--- src/rtl/imm_gen_stage_pkg.sv ---
// Shared types for the immediate-generation stage: format codes, RV base opcodes
// and the opcode-to-format classifier.
package imm_gen_stage_pkg;

  typedef enum logic [2:0] {
    FMT_NONE = 3'd0,
    FMT_I    = 3'd1,
    FMT_S    = 3'd2,
    FMT_B    = 3'd3,
    FMT_U    = 3'd4,
    FMT_J    = 3'd5,
    FMT_Z    = 3'd6
  } fmt_e;

  localparam logic [6:0] OPC_LUI      = 7'b0110111;
  localparam logic [6:0] OPC_AUIPC    = 7'b0010111;
  localparam logic [6:0] OPC_JAL      = 7'b1101111;
  localparam logic [6:0] OPC_JALR     = 7'b1100111;
  localparam logic [6:0] OPC_LOAD     = 7'b0000011;
  localparam logic [6:0] OPC_OP_IMM   = 7'b0010011;
  localparam logic [6:0] OPC_OP_IMM32 = 7'b0011011;
  localparam logic [6:0] OPC_BRANCH   = 7'b1100011;
  localparam logic [6:0] OPC_STORE    = 7'b0100011;
  localparam logic [6:0] OPC_SYSTEM   = 7'b1110011;

  // funct3[2] separates the immediate CSR forms (uimm in rs1 field) from the rest
  function automatic fmt_e fmt_of(input logic [6:0] opcode, input logic [2:0] funct3);
    fmt_e f;
    f = FMT_NONE;
    case (opcode)
      OPC_LUI, OPC_AUIPC:                         f = FMT_U;
      OPC_JAL:                                    f = FMT_J;
      OPC_JALR, OPC_LOAD, OPC_OP_IMM, OPC_OP_IMM32: f = FMT_I;
      OPC_BRANCH:                                 f = FMT_B;
      OPC_STORE:                                  f = FMT_S;
      OPC_SYSTEM:                                 f = funct3[2] ? FMT_Z : FMT_I;
      default:                                    f = FMT_NONE;
    endcase
    return f;
  endfunction

endpackage

--- src/rtl/imm_decode.sv ---
// Combinational instruction -> {immediate, format, illegal} decoder.
// The immediate is assembled at 32 bits and then sign-extended to XLEN.
module imm_decode
  import imm_gen_stage_pkg::*;
#(
  parameter int XLEN = 32
) (
  input  logic [31:0]     instr_i,
  output logic [XLEN-1:0] imm_o,
  output fmt_e            fmt_o,
  output logic            illegal_o
);

  logic signed [31:0] imm32;

  always_comb begin
    illegal_o = (instr_i[1:0] != 2'b11);
    fmt_o     = illegal_o ? FMT_NONE : fmt_of(instr_i[6:0], instr_i[14:12]);
    imm32     = '0;
    case (fmt_o)
      FMT_I: imm32 = {{20{instr_i[31]}}, instr_i[31:20]};
      FMT_S: imm32 = {{20{instr_i[31]}}, instr_i[31:25], instr_i[11:7]};
      FMT_B: imm32 = {{19{instr_i[31]}}, instr_i[31], instr_i[7], instr_i[30:25],
                      instr_i[11:8], 1'b0};
      FMT_U: imm32 = {instr_i[31:12], 12'b0};
      FMT_J: imm32 = {{11{instr_i[31]}}, instr_i[31], instr_i[19:12], instr_i[20],
                      instr_i[30:21], 1'b0};
      FMT_Z: imm32 = {27'b0, instr_i[19:15]};
      default: imm32 = '0;
    endcase
    imm_o = XLEN'(imm32);
  end

endmodule

--- src/rtl/imm_gen_stage.sv ---
// Pipeline stage: decodes the immediate on entry, registers it with the pc and
// produces pc+imm. SKID=1 adds a second entry so in_ready is a pure register.
module imm_gen_stage
  import imm_gen_stage_pkg::*;
#(
  parameter int XLEN = 32,
  parameter int SKID = 1
) (
  input  logic            clk,
  input  logic            rst_n,
  input  logic            flush,
  input  logic            in_valid,
  output logic            in_ready,
  input  logic [31:0]     in_instr,
  input  logic [XLEN-1:0] in_pc,
  output logic            out_valid,
  input  logic            out_ready,
  output logic [XLEN-1:0] out_imm,
  output logic [2:0]      out_fmt,
  output logic [XLEN-1:0] out_target,
  output logic [XLEN-1:0] out_pc,
  output logic            out_illegal
);

  if (XLEN != 32 && XLEN != 64) begin : g_xlen_check
    $error("imm_gen_stage: XLEN must be 32 or 64");
  end

  logic [XLEN-1:0] dec_imm;
  fmt_e            dec_fmt;
  logic            dec_illegal;

  imm_decode #(.XLEN(XLEN)) u_imm_decode (
    .instr_i   (in_instr),
    .imm_o     (dec_imm),
    .fmt_o     (dec_fmt),
    .illegal_o (dec_illegal)
  );

  logic            out_valid_q, out_valid_d;
  logic [XLEN-1:0] out_imm_q, out_imm_d;
  fmt_e            out_fmt_q, out_fmt_d;
  logic [XLEN-1:0] out_pc_q, out_pc_d;
  logic            out_ill_q, out_ill_d;

  logic            skid_valid_q, skid_valid_d;
  logic [XLEN-1:0] skid_imm_q, skid_imm_d;
  fmt_e            skid_fmt_q, skid_fmt_d;
  logic [XLEN-1:0] skid_pc_q, skid_pc_d;
  logic            skid_ill_q, skid_ill_d;

  logic accept;
  logic out_free;

  always_comb begin
    if (SKID != 0) begin
      in_ready = rst_n & ~skid_valid_q;
    end else begin
      in_ready = rst_n & (~out_valid_q | out_ready);
    end
    accept   = in_valid & in_ready;
    out_free = ~out_valid_q | out_ready;

    out_valid_d  = out_valid_q;
    out_imm_d    = out_imm_q;
    out_fmt_d    = out_fmt_q;
    out_pc_d     = out_pc_q;
    out_ill_d    = out_ill_q;
    skid_valid_d = skid_valid_q;
    skid_imm_d   = skid_imm_q;
    skid_fmt_d   = skid_fmt_q;
    skid_pc_d    = skid_pc_q;
    skid_ill_d   = skid_ill_q;

    // flush wins over any accept or skid promotion in the same cycle
    if (flush) begin
      out_valid_d  = 1'b0;
      skid_valid_d = 1'b0;
    end else if (out_free) begin
      if (skid_valid_q) begin
        out_valid_d  = 1'b1;
        out_imm_d    = skid_imm_q;
        out_fmt_d    = skid_fmt_q;
        out_pc_d     = skid_pc_q;
        out_ill_d    = skid_ill_q;
        skid_valid_d = 1'b0;
      end else if (accept) begin
        out_valid_d = 1'b1;
        out_imm_d   = dec_imm;
        out_fmt_d   = dec_fmt;
        out_pc_d    = in_pc;
        out_ill_d   = dec_illegal;
      end else begin
        out_valid_d = 1'b0;
      end
    end else if (accept && SKID != 0) begin
      skid_valid_d = 1'b1;
      skid_imm_d   = dec_imm;
      skid_fmt_d   = dec_fmt;
      skid_pc_d    = in_pc;
      skid_ill_d   = dec_illegal;
    end
  end

  always_ff @(posedge clk) begin
    if (!rst_n) begin
      out_valid_q  <= 1'b0;
      out_imm_q    <= '0;
      out_fmt_q    <= FMT_NONE;
      out_pc_q     <= '0;
      out_ill_q    <= 1'b0;
      skid_valid_q <= 1'b0;
      skid_imm_q   <= '0;
      skid_fmt_q   <= FMT_NONE;
      skid_pc_q    <= '0;
      skid_ill_q   <= 1'b0;
    end else begin
      out_valid_q  <= out_valid_d;
      out_imm_q    <= out_imm_d;
      out_fmt_q    <= out_fmt_d;
      out_pc_q     <= out_pc_d;
      out_ill_q    <= out_ill_d;
      skid_valid_q <= skid_valid_d;
      skid_imm_q   <= skid_imm_d;
      skid_fmt_q   <= skid_fmt_d;
      skid_pc_q    <= skid_pc_d;
      skid_ill_q   <= skid_ill_d;
    end
  end

  assign out_valid   = out_valid_q;
  assign out_imm     = out_imm_q;
  assign out_fmt     = out_fmt_q;
  assign out_pc      = out_pc_q;
  assign out_illegal = out_ill_q;
  assign out_target  = out_pc_q + out_imm_q;

endmodule
--- config.mk ---
export PLATFORM = sky130hd
export DESIGN_NAME = imm_gen_stage
export DESIGN_NICKNAME = d
export VERILOG_FILES = /design/src/rtl/imm_gen_stage_pkg.sv /design/src/rtl/imm_decode.sv /design/src/rtl/imm_gen_stage.sv
export SDC_FILE = /design/constraint.sdc
export NUM_CORES = 1
export LEC_CHECK = 0
export ABC_AREA = 0
export BUFFER_PORTS_ARGS = -buffer_cell sky130_fd_sc_hd__buf_2
export CORE_MARGIN = 2
export CORE_UTILIZATION = 25
export DETAILED_ROUTE_END_ITERATION = 8
export PLACE_DENSITY = 0.53
export SYNTH_ARGS = -nofsm -noshare
export SYNTH_HDL_FRONTEND = slang
export SYNTH_HIERARCHICAL = 1
export SYNTH_SLANG_ARGS = --single-unit
--- constraint.sdc ---
create_clock -name clk -period 6.4 [get_ports clk]
set_input_delay 1.28 -clock clk [delete_from_list [all_inputs] [get_ports clk]]
set_output_delay 1.28 -clock clk [all_outputs]
set_load 0.01 [all_outputs]
==> flow_summary.ini, run 1 <==
[synthesis]
ys.flop_type = dfxtp_1
syn_area_um2 = 8160
yosys.area_share.simple_pct = 20.9
synth_cell_types = 69
muxShareOfSynthArea_pct = 8.34
synth_area_per_cell_um2 = 8.21
seq_area_frac_synth_pct = 33.8
synth-xor-area-share_pct = 2.90
yosysWarnings = 6
synth_fp_nets = 1096
synth_compound_area_share_pct = 24.9
synth-async-reset-ratio_pct = 0
synth_top_family_by_area = compound AO/OA/AOI/OAI gates
syn_inst = 995
synth_edf_count = 0
synthAdderAreaFrac_pct = 5.00
synth-seq-cells = 138

[placement]
place.gp.congestion = 0.872
preCtsSetupSlack_ns = 2.15
placedInstanceArea_um2 = 9340
dp.cells = 1540
port_buffers = 170
dp_hpwl_um = 19700

[sta]
setup-tns-final_ns = 0
slew_headroom_pct = 27.4
worstMarginPinSlew_ns = 1.09
min_period_ns = 4.71
fmax_ghz = 0.212
post-route-period-util_pct = 73.7
slew_viol_final = 0
skew_ns = 0.0111
grt_setup_unrepaired = no
hold_viol = 0
setup_ws_ns = 1.69
whs_ns = 0.462
setup_viol = 0

[floorplanning]
die_width_um = 185
fp.coreArea_um2 = 32400
dieHeight_um = 185
die-area_um2 = 34100
start_util_pct = 25.2
num_rows = 66
ioPinCount = 171

[critical_path]
cp_max_fo = 4
cp-startpoint = out_imm[0]
r2r_end = skid_imm_q[26]
cp-end-kind = primary output
r2r-start = out_valid
crit_type = reg -> out
cp.arrival_ns = 3.43
required_ns = 5.12
critPathLaunchType = register
ff2ff_setup_slack_ns = 4.14
crit_end = out_target[26]
ff2ff_path_depth = 6

[pwr]
cellPowerDensity_nw_per_um2 = 224
p_total_mw = 2.23
switching_share_pct = 27.3
pwr-share-comb_pct = 13.2
peakVddDrop_uv = 171
power_frac_clock_pct = 46.0
p_leak_nw = 4.73
p_sw_uw = 608
seq_power_share_pct = 40.8
intPower_mw = 1.62

[clock_network]
cts_setup_buffers = 0
cts_num_sinks = 138
ctsRootBufferMaster = clkbuf_16
cts_buffers = 17
cts_hold_buf = 0
cts_tree = yes
ctsResizeCount = 0
clkLatencyLatePin_ns = 0.43
cts.clk_slew.worst_paths_ns = 0.07
cts_buffer_depth = 2
cts_max_level = 4

[global_route]
grt_overflow_total = 0
antenna_found_initial = 2
grt_usage_pct = 15.7
grt_pass1_wl_um = 41000
grt_max_degree = 137
first_global_vias = 6976

[drt]
first_pass_iters = 5
vias = 7570
vias_per_cell = 4.82
drt-initial-drc-count = 376
totalWireLength_um = 26900
drc_errors = 0
post_drt_wl_per_cell_um = 17.1
ant_nets = 0

[hold_path]
min_path_type = reg -> reg
hp-start = skid_pc_q[7]
hold_depth = 2

[final_layout]
drive_gt1_share_pct = 19.5
fill_cells = 3567
instances_no_fill = 1572
final_common_cell = nand2_1
final_net_count = 1218
final_area_um2 = 9940
final_cell_mix = nand2_1, buf_2, dfxtp_1, a21boi_0, o211a_1
final_core_util_pct = 30.7
area_growth_pct = 21.7

[outcome]
outcome = complete, no violations

[run]
drv_cap = 0
-- synth_stat cells, drive strengths merged, types with 3 or more instances --
cell | count | area (µm²)
o21ai | 23 | 119
and3 | 4 | 25.0
dfxtp | 138 | 2760
xnor2 | 18 | 158
xor2 | 9 | 78.8
nand2 | 269 | 1010
a211oi | 9 | 67.6
nor2b | 12 | 75.1
buf | 20 | 106
o211ai | 3 | 22.5
nor3b | 4 | 30.0
nor2 | 29 | 109
nand3 | 8 | 45.0
nand4 | 10 | 62.6
nor3 | 14 | 70.1
a2111oi | 3 | 45.1
clkbuf | 53 | 199
a21o | 8 | 60.1
or2 | 3 | 18.8
ha | 31 | 388
a21oi | 49 | 253
or4b | 4 | 43.8
nand2b | 4 | 25.0
nor4b | 3 | 41.3
a22oi | 6 | 45.0
inv | 10 | 37.5
a31oi | 4 | 25.0
and2 | 7 | 43.8
o211a | 69 | 691
mux2i | 68 | 681
a21boi | 71 | 533
-- how the worst min path moves through the flow --
stage	endpoint	slack (ns)
2_1_floorplan	skid_fmt_q[0]	0.44
3_3_place_gp	skid_pc_q[18]	0.45
3_5_place_dp	skid_pc_q[18]	0.46
4_1_cts	skid_pc_q[7]	0.47
5_1_grt	skid_pc_q[12]	0.48
6_report	skid_pc_q[7]	0.46
-- layer usage --
metal	part of all wire, %	vias to the layer above	track usage, %
met1	47	3584	20.9
met5	0.026	-	0
met4	1.6	2	4.51
met3	5.7	29	3.97
li1	-	3777	-
met2	46	178	25.1
-- flip-flops by register name, summed over array words and instances, names as in the netlist --
| name | cells |
|---|---|
| skid_ill_q | 1 |
| skid_pc_q | 32 |
| out_imm | 32 |
| skid_valid_q | 1 |
| out_pc | 32 |
| skid_imm_q | 32 |
| out_fmt | 3 |
| skid_fmt_q | 3 |
| out_illegal | 1 |
| out_valid | 1 |
-- cell families after synthesis --
group / count (synthesis)
adder cells (fa/ha/maj): 32
flip-flops: 138
XOR/XNOR: 27
multiplexers: 68
AND/OR/NAND/NOR: 383
AO/OA/AOI/OAI: 264
buffers and inverters: 83
-- critical path, stage by stage, from the launching register on --
cell,delay [ns]
dfxtp_1,0.33
ha_1,0.23
fa_1,0.42
a21o_1,0.21
a31o_1,0.26
a31o_1,0.29
nor4b_4,0.35
o21ai_2,0.15
o31a_1,0.30
a311oi_2,0.28
buf_2,0.17
-- area by class of cell --
type / instances / area, µm² / area share (%)
antenna: 1 / 2.50 / 0.0252
clock buffer: 19 / 433 / 4.36
clock inverter: 12 / 168 / 1.69
inverter: 10 / 37.5 / 0.378
multi-input combinational: 774 / 5070 / 51.0
sequential: 138 / 2770 / 27.8
tap: 442 / 553 / 5.56
timing repair buffer: 176 / 911 / 9.16
-- power by group through the flow --
| stage | sequential (mW) | combinational (mW) | clock (mW) |
|---|---|---|---|
| after global routing | 0.913 | 0.325 | 1.09 |
| after floorplan | 0.929 | 0.168 | 0 |
| after CTS | 0.911 | 0.298 | 1.06 |
| after global placement | 0.930 | 0.296 | 0 |
| after detailed placement | 0.930 | 0.296 | 0 |
| final | 0.910 | 0.295 | 1.02 |
Note: power is estimated with default switching activity, not from simulation.
==> run 2: changes to the inputs <==
Settings changed: ABC_AREA 0 to 1, PLACE_DENSITY 0.53 to 0.54.
Clock period 6.4 ns to 3.95 ns, I/O delays scaled along.
==> run 2 against run 1 <==
  * Clock power up 70%
  * Synthesized cell count grew 39%
  * Synthesized area rose by 9.0%
  * Sequential share of layout area down 1.8 points
  * Highest routed layer unchanged
  * Setup slack got worse by 1.0 ns
  * Critical endpoint is now out_target[28]
  * Non-clock buffer count grew 2
  * Combinational power rose by 56%
  * Total power up 64%
  * Die area is 8.8% higher
  * Routed wire length grew 9.5%
  * Largest power group unchanged
==> flow_summary.ini, run 2 <==
[sta]
slew_headroom_pct = 39.5
hold_viol = 0
skew_ns = 0.00823
fmax_ghz = 0.303
grt_setup_unrepaired = no
setup-tns-final_ns = 0
setup_viol = 0
min_period_ns = 3.30
whs_ns = 0.513
setup_ws_ns = 0.645
slew_viol_final = 0
post-route-period-util_pct = 83.7
worstMarginPinSlew_ns = 0.908

[synthesis]
synth_edf_count = 0
synthAdderAreaFrac_pct = 4.58
synth-async-reset-ratio_pct = 0
synth_top_area_cell = dfxtp_1
synth_top_family_by_area = simple AND/OR/NAND/NOR gates
synth-xor-area-share_pct = 1.58
syn_area_um2 = 8900
yosys-top-cells-count = nand2_1, inv_1, nor2_1
synth_compound_area_share_pct = 20.7
syn_inst = 1386
synth_area_per_cell_um2 = 6.42
synthTopCellsByArea = dfxtp_1, nand2_1, o21ai_0
synth-seq-cells = 138
synth_fp_nets = 1487
synth_cell_types = 37
seq_area_frac_synth_pct = 31.1
muxShareOfSynthArea_pct = 0
synthDominantCellAreaShare_pct = 31.1
yosys.area_share.simple_pct = 29.1
yosysWarnings = 6
ys.flop_type = dfxtp_1
yosysMostFrequentCell = nand2_1

[final_layout]
final_cell_mix = nand2_1, inv_1, nor2_1, o21ai_0, buf_2
multi_input_area_um2 = 4980
final_common_cell = nand2_1
final_net_count = 1619
fill_cells = 3905
drive_gt1_share_pct = 18.9
area_growth_pct = 19.5
final_core_util_pct = 30.1
seq_area_um2 = 2770
instances_no_fill = 1993

[critical_path]
required_ns = 3.16
r2r_end = out_pc[8]
cp-end-kind = primary output
cp_num_buf_inv = 1
cpLargestDelayFamily = simple AND/OR/NAND/NOR gates
cp-startpoint = out_imm[0]
cp.arrival_ns = 2.51
slowest_stage = fa_1
ff2ff_setup_slack_ns = 1.90
r2r-start = skid_valid_q
slowest_delay_ns = 0.46
critPathLaunchType = register
cp_max_fo = 4
ff2ff_path_depth = 4
crit_chain = ha_1 > fa_1 > nand3_1 > nand3_1 > nand2_1 > nand2_1 > nand2_1 > nand2_1 > nand2_1 > nand2_1 > nand2_1 > nand2_1 > buf_2
cpMostUsedCell = nand2_1
crit_type = reg -> out

[floorplanning]
num_rows = 69
start_util_pct = 25.2
dieHeight_um = 193
die-area_um2 = 37100
fp.coreArea_um2 = 35300
ioPinCount = 171
die_width_um = 193

[clock_network]
cts_buffer_depth = 2
cts_tree = yes
cts_hold_buf = 0
cts_setup_buffers = 0
ctsRootBufferMaster = clkbuf_16
ctsResizeCount = 0
cts_buffers = 17
cts_num_sinks = 138
cts.clk_slew.worst_paths_ns = 0.06
clkLatencyLatePin_ns = 0.44
cts_max_level = 4

[hold_path]
hold_depth = 2
hp-start = out_fmt[2]
holdPathEnd = out_fmt[2]
min_path_type = reg -> reg

[placement]
dp.cells = 1960
dp_hpwl_um = 22400
place.gp.congestion = 0.920
port_buffers = 170
preCtsSetupSlack_ns = 1.02

[drt]
post_drt_wl_per_cell_um = 14.8
totalWireLength_um = 29500
ant_nets = 0
first_pass_iters = 4
drt-initial-drc-count = 518
vias_per_cell = 4.47
vias = 8910
drc_errors = 0

[global_route]
antenna_found_initial = 2
first_global_vias = 8238
grt_usage_pct = 16.0
grt_overflow_total = 0
grt_pass1_wl_um = 45700
grt_max_degree = 102

[outcome]
outcome = complete, no violations

[pwr]
cellPowerDensity_nw_per_um2 = 345
p_leak_nw = 5.70
peakVddDrop_uv = 325

[run]
drv_cap = 0
-- run 2: changes by cell type after synthesis, sizes merged, moves of 55 or more --
cell    previous run  this run
inv               10       200
nand3              8        63
a21boi            71         6
nand2            269       340
o21ai             23       205
nor2              29       191
mux2i             68         0
o211a             69         0
-- run 2: worst max-delay path by stage --
stage | cells past startpoint | to | slack, ns
finish | 13 | out_target[28] | 0.65
global route | 13 | out_target[20] | 0.40
CTS | 13 | out_target[28] | 0.60
detailed placement | 14 | out_imm[14] | 1.02
global placement | 14 | out_imm[14] | 1.08
floorplan | 12 | out_target[28] | 1.43
-- run 2: metal layers --
metal  track usage, %  share of wire, %  vias up
li1                 -                 -     4676
met4             5.34               2.3        2
met2             24.5                43      202
met5                0             0.044        -
met1             22.5                50     3990
met3             3.06               4.8       40
-- run 2: final cells by class --
cell class	count	area share (%)
Inverter	201	7.10
Tap cell	461	5.43
Clock inverter	12	1.53
Sequential cell	138	26.0
Timing Repair Buffer	178	8.71
Clock buffer	20	4.39
Multi-Input combinational cell	982	46.8
Antenna cell	1	0.0235
-- run 2: cell families (layout without fill, tap and decap cells) --
logic type      after synthesis  in the layout
other cells                   0              1
compound gates              325            325
xor+xnor                     16             16
flops                       138            138
buf+inv                     266            411
fa+ha+maj                    32             32
simple gates                609            609
-- run 2: power breakdown --
group | total, mW | internal (mW) | switching, mW | leakage (nW)
Combinational | 0.459 | 0.164 | 0.296 | 4.27
Clock | 1.73 | 1.05 | 0.678 | 0.304
Sequential | 1.48 | 1.43 | 0.0451 | 1.12
Total | 3.66 | 2.65 | 1.02 | 5.70
-- run 2: tightest hold or removal path, cell delays in order, from the launching register on --
cell and delay [ns]:
dfxtp_1 0.32, o21ai_0 0.08, nor2_1 0.08
-- run 2: through the flow --
step                      total power, mW  instance area [µm²]
after floorplan                      1.75                 8900
after CTS                            3.71                10600
after detailed placement             1.97                10000
after global placement               1.97                10000
after global routing                 3.83                10600
final                                3.66                10600
==> run 3: changes to the inputs <==
Clock period 3.95 ns to 2.9 ns, I/O delays scaled along.
==> run 3 against run 2 <==
  * Die area unchanged
  * Sequential share of layout area is 0.73 points lower
  * Highest routed layer unchanged
  * Critical path depth shrank 3
  * Combinational power increased by 47%
  * Non-clock buffer count up 12
  * Sequential power grew 36%
  * Setup slack got worse by 0.52 ns
==> flow_summary.ini, run 3 (synthesis gave the netlist of run 2 again) <==
[drt]
drt-initial-drc-count = 490
drc_errors = 0
post_drt_wl_per_cell_um = 14.9
totalWireLength_um = 30000
vias_per_cell = 4.50
first_pass_iters = 5
ant_nets = 0
vias = 9020

[global_route]
antenna_found_initial = 4
grt_overflow_total = 0
first_global_vias = 8182
grt_usage_pct = 16.0
grt_pass1_wl_um = 45900
grt_max_degree = 127

[placement]
place.gp.congestion = 0.876
port_buffers = 170
preCtsSetupSlack_ns = 0.299
dp_hpwl_um = 22800
placedInstanceArea_um2 = 10100

[final_layout]
seq_area_um2 = 2790
final_net_count = 1631
final_area_um2 = 11000
area_growth_pct = 23.9
fill_cells = 3857
drive_gt1_share_pct = 23.6
multi_input_area_um2 = 5220
final_common_cell = nand2_1
final_core_util_pct = 31.2
final_cell_mix = nand2_1, inv_1, nor2_1, o21ai_0, buf_2

[floorplanning]
dieHeight_um = 193
num_rows = 69
ioPinCount = 171
start_util_pct = 25.2
die_width_um = 193
die-area_um2 = 37100
fp.coreArea_um2 = 35300

[critical_path]
r2r-start = skid_valid_q
ff2ff_path_depth = 5
critPathLaunchType = register
required_ns = 2.32
r2r_end = out_imm[9]
crit_end = out_target[25]
cp-end-kind = primary output
crit_type = reg -> out
ff2ff_setup_slack_ns = 0.80
cp_max_fo = 5
cp-startpoint = out_pc[24]
cp.arrival_ns = 2.20

[sta]
whs_ns = 0.405
hold_viol = 0
setup-tns-final_ns = 0
post-route-period-util_pct = 95.8
slew_headroom_pct = 53.1
grt_setup_unrepaired = yes
setup_ws_ns = 0.123
slew_viol_final = 0
worstMarginPinSlew_ns = 0.703
setup_viol = 0
min_period_ns = 2.78
fmax_ghz = 0.360
skew_ns = 0.00921

[clock_network]
cts_hold_buf = 0
cts.clk_slew.worst_paths_ns = 0.06
cts_buffers = 17
ctsRootBufferMaster = clkbuf_16
cts_max_level = 4
cts_num_sinks = 138
cts_tree = yes
cts_buffer_depth = 2
clkLatencyLatePin_ns = 0.43

[pwr]
p_leak_nw = 5.75
cellPowerDensity_nw_per_um2 = 453
peakVddDrop_uv = 318

[run]
drv_cap = 0

[outcome]
outcome = complete, no violations

[hold_path]
min_path_type = in -> reg
[run 3: worst max-delay path: stages (launching register included)]
cell	delay, ns
dfxtp_1	0.34
ha_2	0.44
nand2_1	0.11
nor2_1	0.23
nand2_1	0.10
nor2_1	0.12
nand2_1	0.09
nand3_1	0.08
nand2_1	0.05
nand2_1	0.07
buf_2	0.13
[run 3: how the worst min path moves through the flow]
stage                   from            end  slack [ns]  cells after the start
3_5_place_dp      out_fmt[2]     out_fmt[2]        0.51                      2
3_3_place_gp      out_fmt[1]     out_fmt[1]        0.50                      2
6_report            in_pc[5]   skid_pc_q[5]        0.41                      3
5_1_grt            in_pc[26]  skid_pc_q[26]        0.40                      3
2_1_floorplan  skid_pc_q[12]  skid_pc_q[12]        0.49                      2
4_1_cts             in_pc[5]   skid_pc_q[5]        0.38                      3
[run 3: per-stage QoR]
step                      power [mW]  cells
final                           4.99   2005
after global routing            5.19   2004
after CTS                       5.01   2002
after detailed placement        2.70   1969
after global placement          2.70   1969
after floorplan                 2.39   1386
[run 3: power breakdown]
group | internal (mW) | switching [mW] | total [mW]
clock network | 1.41 | 0.883 | 2.30
registers | 1.95 | 0.0640 | 2.02
logic | 0.254 | 0.422 | 0.676
[run 3: what timing repair did]
item / 4_1_cts / 5_1_grt
cloned: 0 / 0
pin swaps: 1 / 4
endpoints found under the hold margin: 0 / 0
setup buffers: 2 / 1
gates resized for setup: 9 / 60
setup endpoints to repair: 12 / 22
[run 3: per-layer routing]
layer / share of wire, % / GRT usage [%]
met1: 49 / 22.7
met2: 44 / 24.5
met3: 5.2 / 3.24
met4: 1.9 / 4.43
met5: 0.090 / 0
[run 3: final cells by class]
cell class                 instances  share of cell area, %
multi-input combinational        982                   47.4
sequential                       138                   25.3
timing repair buffer             190                   9.67
inverter                         201                   6.84
tap                              461                   5.23
clock buffer                      20                   4.23
clock inverter                    11                   1.32
antenna                            2                 0.0454
